File: config.mk
export PLATFORM = sky130hd
export DESIGN_NAME = traffic_phase_controller
export DESIGN_NICKNAME = d
export VERILOG_FILES = /design/src/rtl/traffic_pkg.sv /design/src/rtl/rr_phase_select.sv /design/src/rtl/traffic_phase_controller.sv
export SDC_FILE = /design/constraint.sdc
export NUM_CORES = 1
export LEC_CHECK = 0
export ABC_AREA = 1
export BUFFER_PORTS_ARGS = -buffer_cell sky130_fd_sc_hd__buf_2
export CAP_MARGIN = 0
export CORE_ASPECT_RATIO = 0.8
export CORE_UTILIZATION = 45
export DETAILED_ROUTE_END_ITERATION = 7
export GPL_TIMING_DRIVEN = 0
export PLACE_DENSITY = 0.7
export SYNTH_ARGS = -nofsm -noshare
export SYNTH_HDL_FRONTEND = slang
export SYNTH_SLANG_ARGS = --single-unit
File: constraint.sdc
create_clock -name clk -period 1.7 [get_ports clk]
set_input_delay 0.255 -clock clk [delete_from_list [all_inputs] [get_ports clk]]
set_output_delay 0.255 -clock clk [all_outputs]
set_load 0.02 [all_outputs]
File: src/rtl/traffic_pkg.sv
// Shared types and lamp encodings for the traffic phase controller.
package traffic_pkg;

    typedef enum logic [1:0] {
        ST_GREEN  = 2'd0,
        ST_YELLOW = 2'd1,
        ST_ALLRED = 2'd2,
        ST_FLASH  = 2'd3
    } state_e;

    // Lamp triplet per approach: {red, yellow, green}
    localparam logic [2:0] LAMP_RED = 3'b100;
    localparam logic [2:0] LAMP_YEL = 3'b010;
    localparam logic [2:0] LAMP_GRN = 3'b001;
    localparam logic [2:0] LAMP_OFF = 3'b000;

endpackage

File: src/rtl/rr_phase_select.sv
// Round-robin pick of the next pending phase, scanning from cur+1 with wrap.
module rr_phase_select #(
    parameter int NUM_PHASES = 4
) (
    input  logic [NUM_PHASES-1:0]         pend,
    input  logic [$clog2(NUM_PHASES)-1:0] cur,
    output logic [$clog2(NUM_PHASES)-1:0] sel,
    output logic                          found
);

    localparam int PW = $clog2(NUM_PHASES);

    int            idx;
    logic [PW-1:0] ix;

    always_comb begin
        sel   = '0;
        found = 1'b0;
        idx   = 0;
        ix    = '0;
        // The last step (k == NUM_PHASES) revisits cur itself.
        for (int k = 1; k <= NUM_PHASES; k++) begin
            idx = (int'(cur) + k) % NUM_PHASES;
            ix  = PW'(idx);
            if (!found && pend[ix]) begin
                found = 1'b1;
                sel   = ix;
            end
        end
    end

endmodule

File: src/rtl/traffic_phase_controller.sv
// N-approach signal sequencer with demand skipping, emergency pre-emption
// and night flashing; all outputs are registered.
module traffic_phase_controller
    import traffic_pkg::*;
#(
    parameter int NUM_PHASES = 4,
    parameter int CNT_W      = 8,
    parameter int T_GREEN    = 7,
    parameter int T_YELLOW   = 2,
    parameter int T_ALLRED   = 1
) (
    input  logic                          clk,
    input  logic                          rst,
    input  logic [NUM_PHASES-1:0]         req,
    input  logic                          emerg,
    input  logic [$clog2(NUM_PHASES)-1:0] emerg_phase,
    input  logic                          flash_mode,
    output logic [3*NUM_PHASES-1:0]       light,
    output logic [$clog2(NUM_PHASES)-1:0] active_phase,
    output logic [1:0]                    state_o
);

    localparam int PW = $clog2(NUM_PHASES);

    localparam logic [1:0] S_GREEN  = ST_GREEN;
    localparam logic [1:0] S_YELLOW = ST_YELLOW;
    localparam logic [1:0] S_ALLRED = ST_ALLRED;
    localparam logic [1:0] S_FLASH  = ST_FLASH;

    logic [1:0]                  state, state_d;
    logic [CNT_W-1:0]            timer, timer_d;
    logic [PW-1:0]               phase_d, next_seq, rr_phase;
    logic [NUM_PHASES-1:0]       pend, pend_d, grn_clr;
    logic                        flash_tgl, flash_tgl_d;
    logic                        emerg_v, rr_found;
    logic                        grn_end, yel_end, red_end;
    logic [NUM_PHASES-1:0][2:0]  lamp_d;

    // Out-of-range emergency phase is ignored entirely.
    assign emerg_v  = emerg && (32'(emerg_phase) < NUM_PHASES);
    assign grn_end  = (timer == CNT_W'(T_GREEN - 1));
    assign yel_end  = (timer == CNT_W'(T_YELLOW - 1));
    assign red_end  = (timer == CNT_W'(T_ALLRED - 1));
    assign next_seq = (32'(active_phase) == NUM_PHASES - 1) ? '0 : active_phase + 1'b1;

    rr_phase_select #(
        .NUM_PHASES (NUM_PHASES)
    ) u_rr (
        .pend  (pend),
        .cur   (active_phase),
        .sel   (rr_phase),
        .found (rr_found)
    );

    always_comb begin
        state_d = state;
        timer_d = timer + 1'b1;
        phase_d = active_phase;
        case (state)
            S_GREEN: begin
                if (emerg_v && emerg_phase != active_phase)
                    state_d = S_YELLOW;
                else if (emerg_v)
                    timer_d = '0;  // hold so a full green runs after release
                else if (grn_end)
                    state_d = S_YELLOW;
            end
            S_YELLOW: begin
                if (yel_end)
                    state_d = S_ALLRED;
            end
            S_ALLRED: begin
                if (red_end) begin
                    if (emerg_v) begin
                        state_d = S_GREEN;
                        phase_d = emerg_phase;
                    end else if (flash_mode) begin
                        state_d = S_FLASH;
                    end else begin
                        state_d = S_GREEN;
                        phase_d = rr_found ? rr_phase : next_seq;
                    end
                end
            end
            default: begin
                timer_d = '0;
                if (!flash_mode || emerg_v)
                    state_d = S_ALLRED;
            end
        endcase
        if (state_d != state)
            timer_d = '0;
    end

    // Served phase drops its demand on green entry; a same-cycle req re-arms it.
    assign grn_clr = (state_d == S_GREEN && state != S_GREEN) ?
                     ({{(NUM_PHASES-1){1'b0}}, 1'b1} << phase_d) : '0;
    assign pend_d  = (pend & ~grn_clr) | req;

    assign flash_tgl_d = (state_d == S_FLASH) ? ((state != S_FLASH) ? 1'b1 : ~flash_tgl) : 1'b0;

    for (genvar i = 0; i < NUM_PHASES; i++) begin : g_lamp
        assign lamp_d[i] = (state_d == S_FLASH)  ? (flash_tgl_d ? LAMP_YEL : LAMP_OFF) :
                           (phase_d != PW'(i))   ? LAMP_RED :
                           (state_d == S_GREEN)  ? LAMP_GRN :
                           (state_d == S_YELLOW) ? LAMP_YEL : LAMP_RED;
    end

    always_ff @(posedge clk) begin
        if (rst) begin
            state        <= S_ALLRED;
            timer        <= '0;
            active_phase <= PW'(NUM_PHASES - 1);
            pend         <= '0;
            flash_tgl    <= 1'b0;
            light        <= {NUM_PHASES{LAMP_RED}};
        end else begin
            state        <= state_d;
            timer        <= timer_d;
            active_phase <= phase_d;
            pend         <= pend_d;
            flash_tgl    <= flash_tgl_d;
            light        <= lamp_d;
        end
    end

    assign state_o = state;

endmodule

==> flow_summary.yaml <==
critical_path:
  cp-end-kind: "register"
  cp_top_family: "simple AND/OR/NAND/NOR gates"
  timing.critical_path.arrival_ps: 2040
  slowest_delay_ps: 360
  cp_cell_sequence: "buf_6 -> ha_2 -> nand2_2 -> o21ai_1 -> nand2_1 -> nand2_1 -> nand3_2 -> nand2_2 -> nand2_4 -> inv_4 -> nand2_2 -> o211ai_4 -> nor2_4 -> nand2_1 -> nor2_1"
  critPathMaxFanout: 6
  path_buf_inv: 2
  start_kind: "register"
  critPathSlowestCell: "dfxtp_2"
  crit_type: "reg2reg"
  required_ps: 1870
global_routing:
  antenna_found_initial: 0
  track_usage_pct: 22.1
  grt_max_degree: 11
  overflow: 0
  grt_pass1_vias: 1562
  grt_pass1_wl_um: 6980
sta:
  slew_violations: 0
  setup_viol: 25
  whs_ps: 192
  period_share_pct: 110
  setup_slack_ps: -171
  hold_viol_final: 0
  period_minus_slack_ps: 1870
  worstMarginPinSlew_ps: 316
  rsz0062_at_grt: "yes"
  max-slew-margin-rel_pct: 78.7
  setup_tns_ps: -2160
  fmax_mhz: 535
  finalClockSkew_ps: 5.98
synthesis:
  syn-cell-area_um2: 1660
  synth_nets: 258
  synth.distinct_cells: 26
  synth_warnings: 0
  ys_ff_latch: 29
  synth_cells: 238
  syn_avg_cell_area_um2: 6.96
  ys_seq_area_share_pct: 35.0
power_and_ir_drop:
  vdd_drop_max_uv: 1340
  p_leak_nw: 1.13
  power_mw: 4.96
  powerDensity_nw_per_um2: 2030
detailed_routing:
  routedWlPerCell_um: 13.6
  vias: 1745
  first_iter_violations: 95
  drc_errors: 0
  ant_nets: 0
  avgViaCountPerCell: 5.30
  drtPass1Iterations: 5
  wirelength_um: 4480
placement:
  dp.cells: 304
  port_buffers: 24
  place_area_um2: 1840
  dp_hpwl_um: 2640
  gp_congestion: 0.798
die:
  core_um2: 3470
  num_rows: 19
  start_util_pct: 47.7
  dieHeight_um: 56.3
  die-area_um2: 3930
  io_pins: 26
  die_w_um: 69.8
clock_network:
  insertion_delay_ps: 280
  clk_path_buf_depth: 2
  cts.sinks: 29
  root_buffer: "clkbuf_8"
  hold_buffers: 0
  cts_made_buffers: 5
  h-tree-depth: 2
  clkSlewWorstSetupHoldPaths_ps: 60
  cts_tree: "done"
cells_and_area:
  area_growth_pct: 47.7
  final_area_um2: 2450
  regArea_um2: 606
  drive_gt1_share_pct: 51.6
  final_cell_count_no_fill: 329
  num-fill-cells: 259
  n_antenna_cell: 0
  fin_nets: 306
  multi_input_area_um2: 1260
min_path:
  hold_class: "in2reg"
run:
  cap_violations: 0
outcome:
  violations: "negative setup slack"
  status: "finished, violations left"
-- registers in the layout, summed over array words and instances (netlist names) --
signal        count
light            12
timer             8
pend              4
active_phase      2
state_o           2
flash_tgl         1
-- worst paths after layout --
kind / start / endpoint / slack, ps / depth (start not counted)
setup reg to reg: timer[0] / timer[1] / -170 / 15
hold / removal: req[1] / pend[1] / 190 / 3
setup / recovery: timer[0] / timer[1] / -170 / 15
hold reg to reg: pend[0] / pend[0] / 490 / 2
-- routing by layer --
metal	GRT usage (%)	part of all wire, %
met1	30.3	47
met2	35.0	47
met3	4.13	4.9
met4	7.71	1.3
met5	0	0
-- cell type report --
type                            instances  area share (%)
Buffer                                  2           0.767
Clock buffer                            5            2.81
Clock inverter                          3           0.716
Inverter                               36            6.44
Multi-Input combinational cell        171            51.5
Sequential cell                        29            24.8
Tap cell                               42            2.15
Timing Repair Buffer                   41            10.9
-- cell usage in the layout (no fill, tap or decap), drive strengths merged --
| cell type | n |
|---|---|
| a21o | 1 |
| nand4 | 5 |
| inv | 36 |
| nor3 | 5 |
| buf | 43 |
| a21oi | 17 |
| clkinvlp | 1 |
| clkbuf | 5 |
| and2 | 1 |
| o21ai | 13 |
| o211ai | 1 |
| nand2 | 66 |
| ha | 10 |
| dfxtp | 29 |
| nand3 | 25 |
| xor2 | 1 |
| a31oi | 2 |
| o21bai | 1 |
| nor2 | 23 |
| clkinv | 2 |
-- metrics by stage --
step                worst slack, ps  utilization (%)
detailed placement             -176             53.0
finish                         -171             70.5
global placement               -164             53.0
CTS                           -51.0             63.2
global route                   -277             70.5
floorplan                      8.18                -
-- report_power, final --
group / switching (mW) / internal [mW]
clock network: 0.262 / 0.281
logic: 2.06 / 1.32
registers: 0.151 / 0.885
total: 2.47 / 2.49
-- synth_stat cells (all sizes together) --
master / n / area share [%]
ha: 10 / 7.6
xor2: 1 / 0.53
nor3: 5 / 1.5
and2: 1 / 0.38
o21ai: 13 / 3.9
nand3: 25 / 7.9
o211ai: 1 / 1.3
inv: 36 / 8.3
a21oi: 17 / 5.4
nand2: 66 / 17
a31oi: 2 / 0.76
dfxtp: 29 / 35
buf: 2 / 0.91
nor2: 23 / 7.0
nand4: 5 / 1.9
a21o: 1 / 0.45
o21bai: 1 / 0.45
-- worst min-delay path: cells and delay by family --
kind / cells / cell delay [ps]
buf+inv: 1 / 90
compound gates: 1 / 30
simple gates: 1 / 60
-- logic make-up (layout without fill, tap and decap cells) --
kind of cell,count (synthesis),count (layout),synth area share (%)
flip-flops,29,29,35.0
buffers and inverters,38,87,9.21
XOR/XNOR,1,1,0.529
AO/OA/AOI/OAI,35,35,12.2
AND/OR/NAND/NOR,125,125,35.4
adder cells (fa/ha/maj),10,10,7.55
-- what timing repair did --
item | 4_1_cts | 5_1_grt
endpoints found under the setup margin | 26 | 26
buffers inserted | 11 | 6
resized for setup | 55 | 53
pin swaps | 21 | 34
cloned | 0 | 0
Power figures use the tool's default switching activity.
